<file path="src/rtl/regfile_pkg.sv">
// Shared types and defaults for the sweep-clear register file.
package regfile_pkg;

    typedef enum logic [0:0] {
        ST_IDLE,
        ST_SWEEP
    } state_e;

    localparam int unsigned DEF_DATA_W = 8;
    localparam int unsigned DEF_ADDR_W = 3;

    function automatic int unsigned depth_of(input int unsigned addr_w);
        return 32'd1 << addr_w;
    endfunction

endpackage

</file>
<file path="src/rtl/regfile_sweep_ctrl.sv">
// Sweep-clear sequencer: FSM, clear pointer, BUSY, WR_DROP and write qualification.
module regfile_sweep_ctrl
    import regfile_pkg::*;
#(
    parameter int unsigned ADDR_W   = DEF_ADDR_W,
    parameter bit          ZERO_REG = 1'b0
) (
    input  logic              i_clk,
    input  logic              i_reset,
    input  logic              i_write,
    input  logic              i_clear,
    input  logic [ADDR_W-1:0] i_inaddress,
    output logic              o_wr_en,
    output logic              o_clr_en,
    output logic [ADDR_W-1:0] o_ptr,
    output logic              o_busy,
    output logic              o_wr_drop
);

    localparam logic [ADDR_W-1:0] LAST_ADDR = '1;

    state_e            r_state;
    state_e            w_state_next;
    logic [ADDR_W-1:0] r_ptr;
    logic [ADDR_W-1:0] w_ptr_next;
    logic              r_wr_drop;
    logic              w_wr_drop_next;

    always_ff @(posedge i_clk or posedge i_reset) begin
        if (i_reset) begin
            r_state   <= ST_IDLE;
            r_ptr     <= '0;
            r_wr_drop <= 1'b0;
        end else begin
            r_state   <= w_state_next;
            r_ptr     <= w_ptr_next;
            r_wr_drop <= w_wr_drop_next;
        end
    end

    always_comb begin
        w_state_next   = r_state;
        w_ptr_next     = r_ptr;
        w_wr_drop_next = 1'b0;
        o_wr_en        = 1'b0;
        o_clr_en       = 1'b0;
        unique case (r_state)
            ST_IDLE: begin
                // A write to a hardwired zero register is ignored silently, not dropped.
                o_wr_en = i_write && !(ZERO_REG && (i_inaddress == '0));
                if (i_clear) begin
                    w_state_next = ST_SWEEP;
                    w_ptr_next   = '0;
                end
            end
            ST_SWEEP: begin
                o_clr_en       = 1'b1;
                w_wr_drop_next = i_write;
                if (r_ptr == LAST_ADDR) begin
                    w_state_next = ST_IDLE;
                    w_ptr_next   = '0;
                end else begin
                    w_ptr_next = r_ptr + 1'b1;
                end
            end
            default: begin
                w_state_next = ST_IDLE;
                w_ptr_next   = '0;
            end
        endcase
    end

    assign o_ptr     = r_ptr;
    assign o_busy    = (r_state == ST_SWEEP);
    assign o_wr_drop = r_wr_drop;

endmodule

</file>
<file path="src/rtl/regfile_sweep.sv">
// Register file, 2 async read / 1 sync write, with sequenced sweep clear.
// Define REGFILE_BYPASS_EN to forward same-cycle write data to matching read ports while idle.
module regfile_sweep
    import regfile_pkg::*;
#(
    parameter int unsigned DATA_W   = DEF_DATA_W,
    parameter int unsigned ADDR_W   = DEF_ADDR_W,
    parameter bit          ZERO_REG = 1'b0
) (
    input  logic              i_clk,
    input  logic              i_reset,
    input  logic [DATA_W-1:0] i_in,
    input  logic [ADDR_W-1:0] i_inaddress,
    input  logic              i_write,
    input  logic [ADDR_W-1:0] i_out1address,
    input  logic [ADDR_W-1:0] i_out2address,
    input  logic              i_clear,
    output logic [DATA_W-1:0] o_out1,
    output logic [DATA_W-1:0] o_out2,
    output logic              o_busy,
    output logic              o_wr_drop
);

    localparam int unsigned DEPTH = depth_of(ADDR_W);

    logic [DATA_W-1:0] r_mem [DEPTH];
    logic              w_wr_en;
    logic              w_clr_en;
    logic [ADDR_W-1:0] w_ptr;
    logic              w_busy;
    logic [DATA_W-1:0] w_out1;
    logic [DATA_W-1:0] w_out2;

    regfile_sweep_ctrl #(
        .ADDR_W   (ADDR_W),
        .ZERO_REG (ZERO_REG)
    ) u_ctrl (
        .i_clk       (i_clk),
        .i_reset     (i_reset),
        .i_write     (i_write),
        .i_clear     (i_clear),
        .i_inaddress (i_inaddress),
        .o_wr_en     (w_wr_en),
        .o_clr_en    (w_clr_en),
        .o_ptr       (w_ptr),
        .o_busy      (w_busy),
        .o_wr_drop   (o_wr_drop)
    );

    always_ff @(posedge i_clk or posedge i_reset) begin
        if (i_reset) begin
            for (int i = 0; i < DEPTH; i++) begin
                r_mem[i] <= '0;
            end
        end else if (w_clr_en) begin
            r_mem[w_ptr] <= '0;
        end else if (w_wr_en) begin
            r_mem[i_inaddress] <= i_in;
        end
    end

    always_comb begin
        w_out1 = r_mem[i_out1address];
        w_out2 = r_mem[i_out2address];
`ifdef REGFILE_BYPASS_EN
        if (!w_busy && i_write) begin
            if (i_out1address == i_inaddress) w_out1 = i_in;
            if (i_out2address == i_inaddress) w_out2 = i_in;
        end
`endif
        // Zero override last so bypass can never leak data onto register 0.
        if (ZERO_REG) begin
            if (i_out1address == '0) w_out1 = '0;
            if (i_out2address == '0) w_out2 = '0;
        end
    end

    assign o_out1 = w_out1;
    assign o_out2 = w_out2;
    assign o_busy = w_busy;

endmodule

</file>
<file path="config.mk">
export PLATFORM = sky130hd
export DESIGN_NAME = regfile_sweep
export DESIGN_NICKNAME = d
export VERILOG_FILES = /design/src/rtl/regfile_pkg.sv /design/src/rtl/regfile_sweep_ctrl.sv /design/src/rtl/regfile_sweep.sv
export SDC_FILE = /design/constraint.sdc
export NUM_CORES = 1
export LEC_CHECK = 0
export CORE_MARGIN = 4
export CORE_UTILIZATION = 45
export DETAILED_ROUTE_END_ITERATION = 16
export PLACE_DENSITY = 0.65
export SLEW_MARGIN = 20
export SYNTH_ARGS = -nofsm -noshare
export SYNTH_HDL_FRONTEND = slang
export SYNTH_SLANG_ARGS = --single-unit
</file>
<file path="constraint.sdc">
create_clock -name i_clk -period 3 [get_ports i_clk]
set_input_delay 0.9 -clock i_clk [delete_from_list [all_inputs] [get_ports i_clk]]
set_output_delay 0.9 -clock i_clk [all_outputs]
set_load 0.01 [all_outputs]
</file>
Word-level counts from Yosys, hierarchy flattened
Index checks and enable logic that the tools add are counted.
{"block": "op_classes", "n_lt_le_gt_ge": 6, "n_mux": 22, "bitwise": 7, "reduce_logical": 3, "eq_ne": 2, "add_sub_neg": 1}
{"op": "two-way mux 64 bit", "count": 2}
{"op": "bitwise AND 64 bit", "count": 1}
{"op": "bitwise mux 64 bit", "count": 1}
{"op": "NOT 64 bit", "count": 1}
{"op": "binary-select mux 8 bit (select 3 bit)", "count": 2}
{"op": "demux 8 bit (select 3 bit)", "count": 2}
{"op": "two-way mux 8 bit", "count": 6}
{"op": ">= comparator 4 bit (second input constant)", "count": 4}
{"op": "NOT 3 -> 4 bit", "count": 4}
{"op": "< comparator 4 x 1 -> 1 bit (second input constant)", "count": 2}
{"op": "two-way mux 3 bit", "count": 2}
{"op": "case mux 3 bit (2 select lines)", "count": 1}
{"op": "two-way mux 1 bit", "count": 5}
{"op": "adder 3 x 1 -> 3 bit (second input constant)", "count": 1}
{"op": "equality test 3 bit (second input constant)", "count": 1}
{"op": "logical AND 1 bit", "count": 2}
{"op": "inequality test 2 bit (second input constant)", "count": 1}
{"op": "case mux 1 bit (2 select lines)", "count": 1}
{"op": "nonzero test 2 bit", "count": 1}
{"op": "NOT 1 bit", "count": 1}
{"block": "word_totals", "output_inout_bits": 18, "register_bits": 69}

Depth between registers and ports, before layout
{"block": "depth", "depth_word": 8, "depth_mapped": 5, "ltp_nobuf": 4}

Modules after synthesis
A second synthesis with hierarchy kept.
{"block": "hier_totals", "hier_cells": 317, "hier_area_um2": 4149.0}
{"module": "regfile_sweep", "n_inst": 1, "cells_each": 293, "area_each_um2": 3867.5}
{"module": "regfile_sweep_ctrl", "n_inst": 1, "cells_each": 24, "area_each_um2": 281.5}

Worst setup path after synthesis
OpenSTA, ideal clock, no wires.
{"block": "synth_timing", "path_kind": "input -> output", "startpoint": "input port i_out1address[0]", "endpoint": "output port o_out1[3]", "arrival_ns": 1.979, "t_required_ns": 2.100, "path_stages": 4, "path_slack_ns": 0.121, "cell_sequence": "buf_2 clkbuf_1 mux4_2 mux2_2"}
{"block": "synth_via", "elab_chain_cells": 4}
{"item": "from (decl)", "line": "regfile_sweep.sv:15", "rtl": "input logic [ADDR_W-1:0] i_out1address,"}
{"item": "NOT 3 -> 4 bit (implied by the code)", "line": "regfile_sweep.sv:63", "rtl": "w_out1 = r_mem[i_out1address];"}
{"item": "binary-select mux 8 bit (select 3 bit)", "line": "regfile_sweep.sv:63"}
{"item": "two-way mux 8 bit (implied by the code) (2 in series)", "line": "regfile_sweep.sv:63"}
{"item": "to (decl)", "line": "regfile_sweep.sv:18", "rtl": "output logic [DATA_W-1:0] o_out1,"}
Every way passes these cells. The select of a mux whose other input is x is not followed.

Worst setup path in the final report
{"block": "layout_timing", "startpoint": "input port i_out1address[2]", "endpoint": "output port o_out1[1]"}
Same word-level chain as after synthesis.

==> impl_metrics.csv <==
group,metric,value,unit
status,status,"completed",
setup_path,startpoint_type,"input pin",
global_routing,grtUsageTotal,22.3,%
synthesis,ys.flop_type,"dfrtp_1",
clocking,clockRootBuffer,"clkbuf_8",
setup_path,cp-startpoint,"i_out1address[2]",
floorplan,ios,39,
routing,wirelength,10900,um
power,p_sw_share,35.1,%
routing,drc,0,
final_layout,fin_util,56.1,%
synthesis,async_reset_ff_share,100,%
power,pwr-share-comb,37.2,%
global_routing,antenna_found_initial,0,
setup_path,cp.arrival,2.06,ns
routing,vias_per_cell,5.94,
setup_path,r2r_setup_slack,1.13,ns
setup_path,crit_end,"o_out1[1]",
floorplan,rows,34,
timing,period_needed,2.96,ns
setup_path,worst_r2r_startpoint,"u_ctrl.o_busy$_DFF_PP0_",
final_layout,syn2layout_area_growth,21.1,%
setup_path,critPathKind,"in -> out",
timing,whs,0.544,ns
clocking,cts.sinks,69,
power,p_switching,1340,uW
synthesis,netlist_instances,314,
placed_design,portBuffers,38,
floorplan,start_util,46.3,%
routing,drt_pass1_iterations,5,
final_layout,nFillCells,747,
power,p_leak,0.00235,uW
timing,period_share,98.8,%
routing,wl_per_cell,22.7,um
timing,clock_skew,0.00701,ns
timing,tightestPinTransition,0.703,ns
synthesis,synth_nets,338,
setup_path,rr_worst_depth,3,
clocking,clk_latency,0.35,ns
placed_design,placedCellCount,456,
clocking,clkTransAtPathRegs,0.07,ns
floorplan,dieWidth,103,um
setup_path,cp-end-kind,"primary output",
routing,ant_nets,0,
min_path,hp-class,"reg -> reg",
synthesis,ys_seq_area_share,42.5,%
synthesis,avgSynthCellArea,12.9,sq um
clocking,numCtsBuffers,9,
clocking,cts_max_level,3,
floorplan,fp.dieArea,10600,sq um
timing,final_max_slew_viol_count,0,
power,p_per_area,773,nW/um^2
power,ir_worst_vdd,0.000432,V
synthesis,synth_seq_cells,69,
synthesis,synth_cell_types,27,
placed_design,gp_congestion,0.763,
final_layout,fin_nets,393,
power,cell_internal_pwr,2470,uW
global_routing,grt_overflow_total,0,
run,drv_cap,0,
final_layout,drive_above_1_share,31.4,%
timing,rsz0062_at_grt,"false",
power,p_seq_share,42.4,%
floorplan,core_area,8760,sq um
routing,vias,2857,
global_routing,grt_max_degree,26,
synthesis,syn-cell-area,4060,sq um
timing,setup_tns,0,ns
final_layout,multi_input_area,2100,sq um
timing,hold_viol,0,
final_layout,register_area,1730,sq um
setup_path,required,2.10,ns
power,p_clk_share,20.4,%
synthesis,yosysWarnings,0,
global_routing,grt_pass1_vias,2963,
floorplan,dieHeight,103,um
setup_path,worstPathMaxFanout,6,
timing,setup_ws,0.0374,ns
timing,fmax,338,MHz
synthesis,synth_edf_count,0,
placed_design,pre_cts_slack,-0.864,ns
global_routing,grt_pass1_wl,17000,um
routing,drt_iter0_drc,166,
placed_design,hpwl,6970,um
clocking,cts_max_path_buffers,2,
clocking,tritoncts,"built",
final_layout,finalNonFillerCells,481,
timing,setup_viol,0,
setup_path,r2r_end,"r_mem[39]$_DFFE_PP0P_",
timing,relSlewSlack,52.8,%
final_layout,antenna_cells,0,
==> cell usage after synthesis, types with 2 or more instances <==
cell       count  area [sq um]
nand2_1       69           259
nor3b_1        3          22.5
buf_12         2          40.0
mux4_2         3          67.6
mux2_2        16           180
nand3b_1       3          22.5
nand4b_1       3          26.3
clkbuf_1       6          22.5
nand2b_1       3          18.8
ha_1           3          37.5
nor2_1         2          7.51
buf_2          8          40.0
o21ai_0        2          10.0
buf_6          2          22.5
inv_1         11          41.3
buf_1          5          18.8
mux2i_1       65           651
nand4bb_1      3          33.8
dfrtp_1       69          1730
mux4_1        29           762
==> worst min-delay path by stage <==
stage	from	endpoint	slack, ns	cells after the start
3_5_place_dp	r_mem[2]$_DFFE_PP0P_	r_mem[2]$_DFFE_PP0P_	0.53	2
4_1_cts	r_mem[23]$_DFFE_PP0P_	r_mem[23]$_DFFE_PP0P_	0.54	2
3_3_place_gp	r_mem[37]$_DFFE_PP0P_	r_mem[37]$_DFFE_PP0P_	0.52	2
2_1_floorplan	r_mem[10]$_DFFE_PP0P_	r_mem[10]$_DFFE_PP0P_	0.50	2
5_1_grt	r_mem[16]$_DFFE_PP0P_	r_mem[16]$_DFFE_PP0P_	0.57	2
6_report	r_mem[21]$_DFFE_PP0P_	r_mem[21]$_DFFE_PP0P_	0.54	2
==> state kept, by name (all words and copies together) (netlist names) <==
name / cells
u_ctrl.o_wr_drop: 1
u_ctrl.o_ptr: 3
u_ctrl.o_busy: 1
r_mem: 64
==> metal layers <==
layer,GRT usage [%],share of wire (%),vias to the layer above
li1,-,-,1238
met1,30.7,44,1497
met2,36.6,49,103
met3,3.65,5.4,19
met4,6.67,1.9,0
met5,0,0,-
==> what timing repair did <==
action | 4_1_cts | 5_1_grt
resized for setup | 144 | 6
hold buffers | 0 | 0
cloned | 1 | 0
setup endpoints to repair | 16 | 16
setup buffers | 11 | 0
==> per-stage QoR <==
stage,total power [uW],cell area (sq um)
6_report,3800,4920
2_1_floorplan,2370,4060
5_1_grt,4030,4920
4_1_cts,3810,4950
3_3_place_gp,2850,4650
3_5_place_dp,2900,4650
==> layout make-up <==
type	instances	share of cell area, %
multi-input cells	210	42.6
flip-flops and latches	69	35.1
well taps	108	2.75
clock buffers	11	3.08
clock inverters	4	0.967
inverters	11	0.839
repair buffers	68	14.7
==> power groups by stage <==
| stage | clock, uW | sequential [uW] | combinational, uW |
|---|---|---|---|
| after floorplan | 0 | 1440 | 924 |
| after global placement | 0 | 1570 | 1280 |
| after detailed placement | 0 | 1590 | 1310 |
| after CTS | 786 | 1600 | 1430 |
| after global routing | 835 | 1660 | 1540 |
| final | 777 | 1610 | 1410 |
==> logic make-up (layout without fill, tap and decap cells) <==
logic type	Yosys count	in the layout	share of synthesized area [%]
buffers and inverters	35	94	4.74
muxes	113	113	40.9
and+or+nand+nor	91	91	10.5
DFF	69	69	42.5
AOI/OAI and AO/OA	3	3	0.462
adders and majority gates	3	3	0.924
==> worst max-delay path, stage by stage <==
cell and delay [ns]:
buf_12 0.10, buf_12 0.13, mux4_2 0.49, mux2_4 0.30
buf_6 0.13
==> cells in the final DEF (no fill, tap or decap), types with 6 or more instances in the layout <==
cell type and instances:
clkbuf_8 11, mux2i_1 65, dfrtp_1 69, clkdlybuf4s50_1 16, buf_6 17, inv_1 10
mux4_2 32, nand2_1 69, buf_4 22, mux2_4 14, buf_12 6
(Power assumes the default switching activity.)
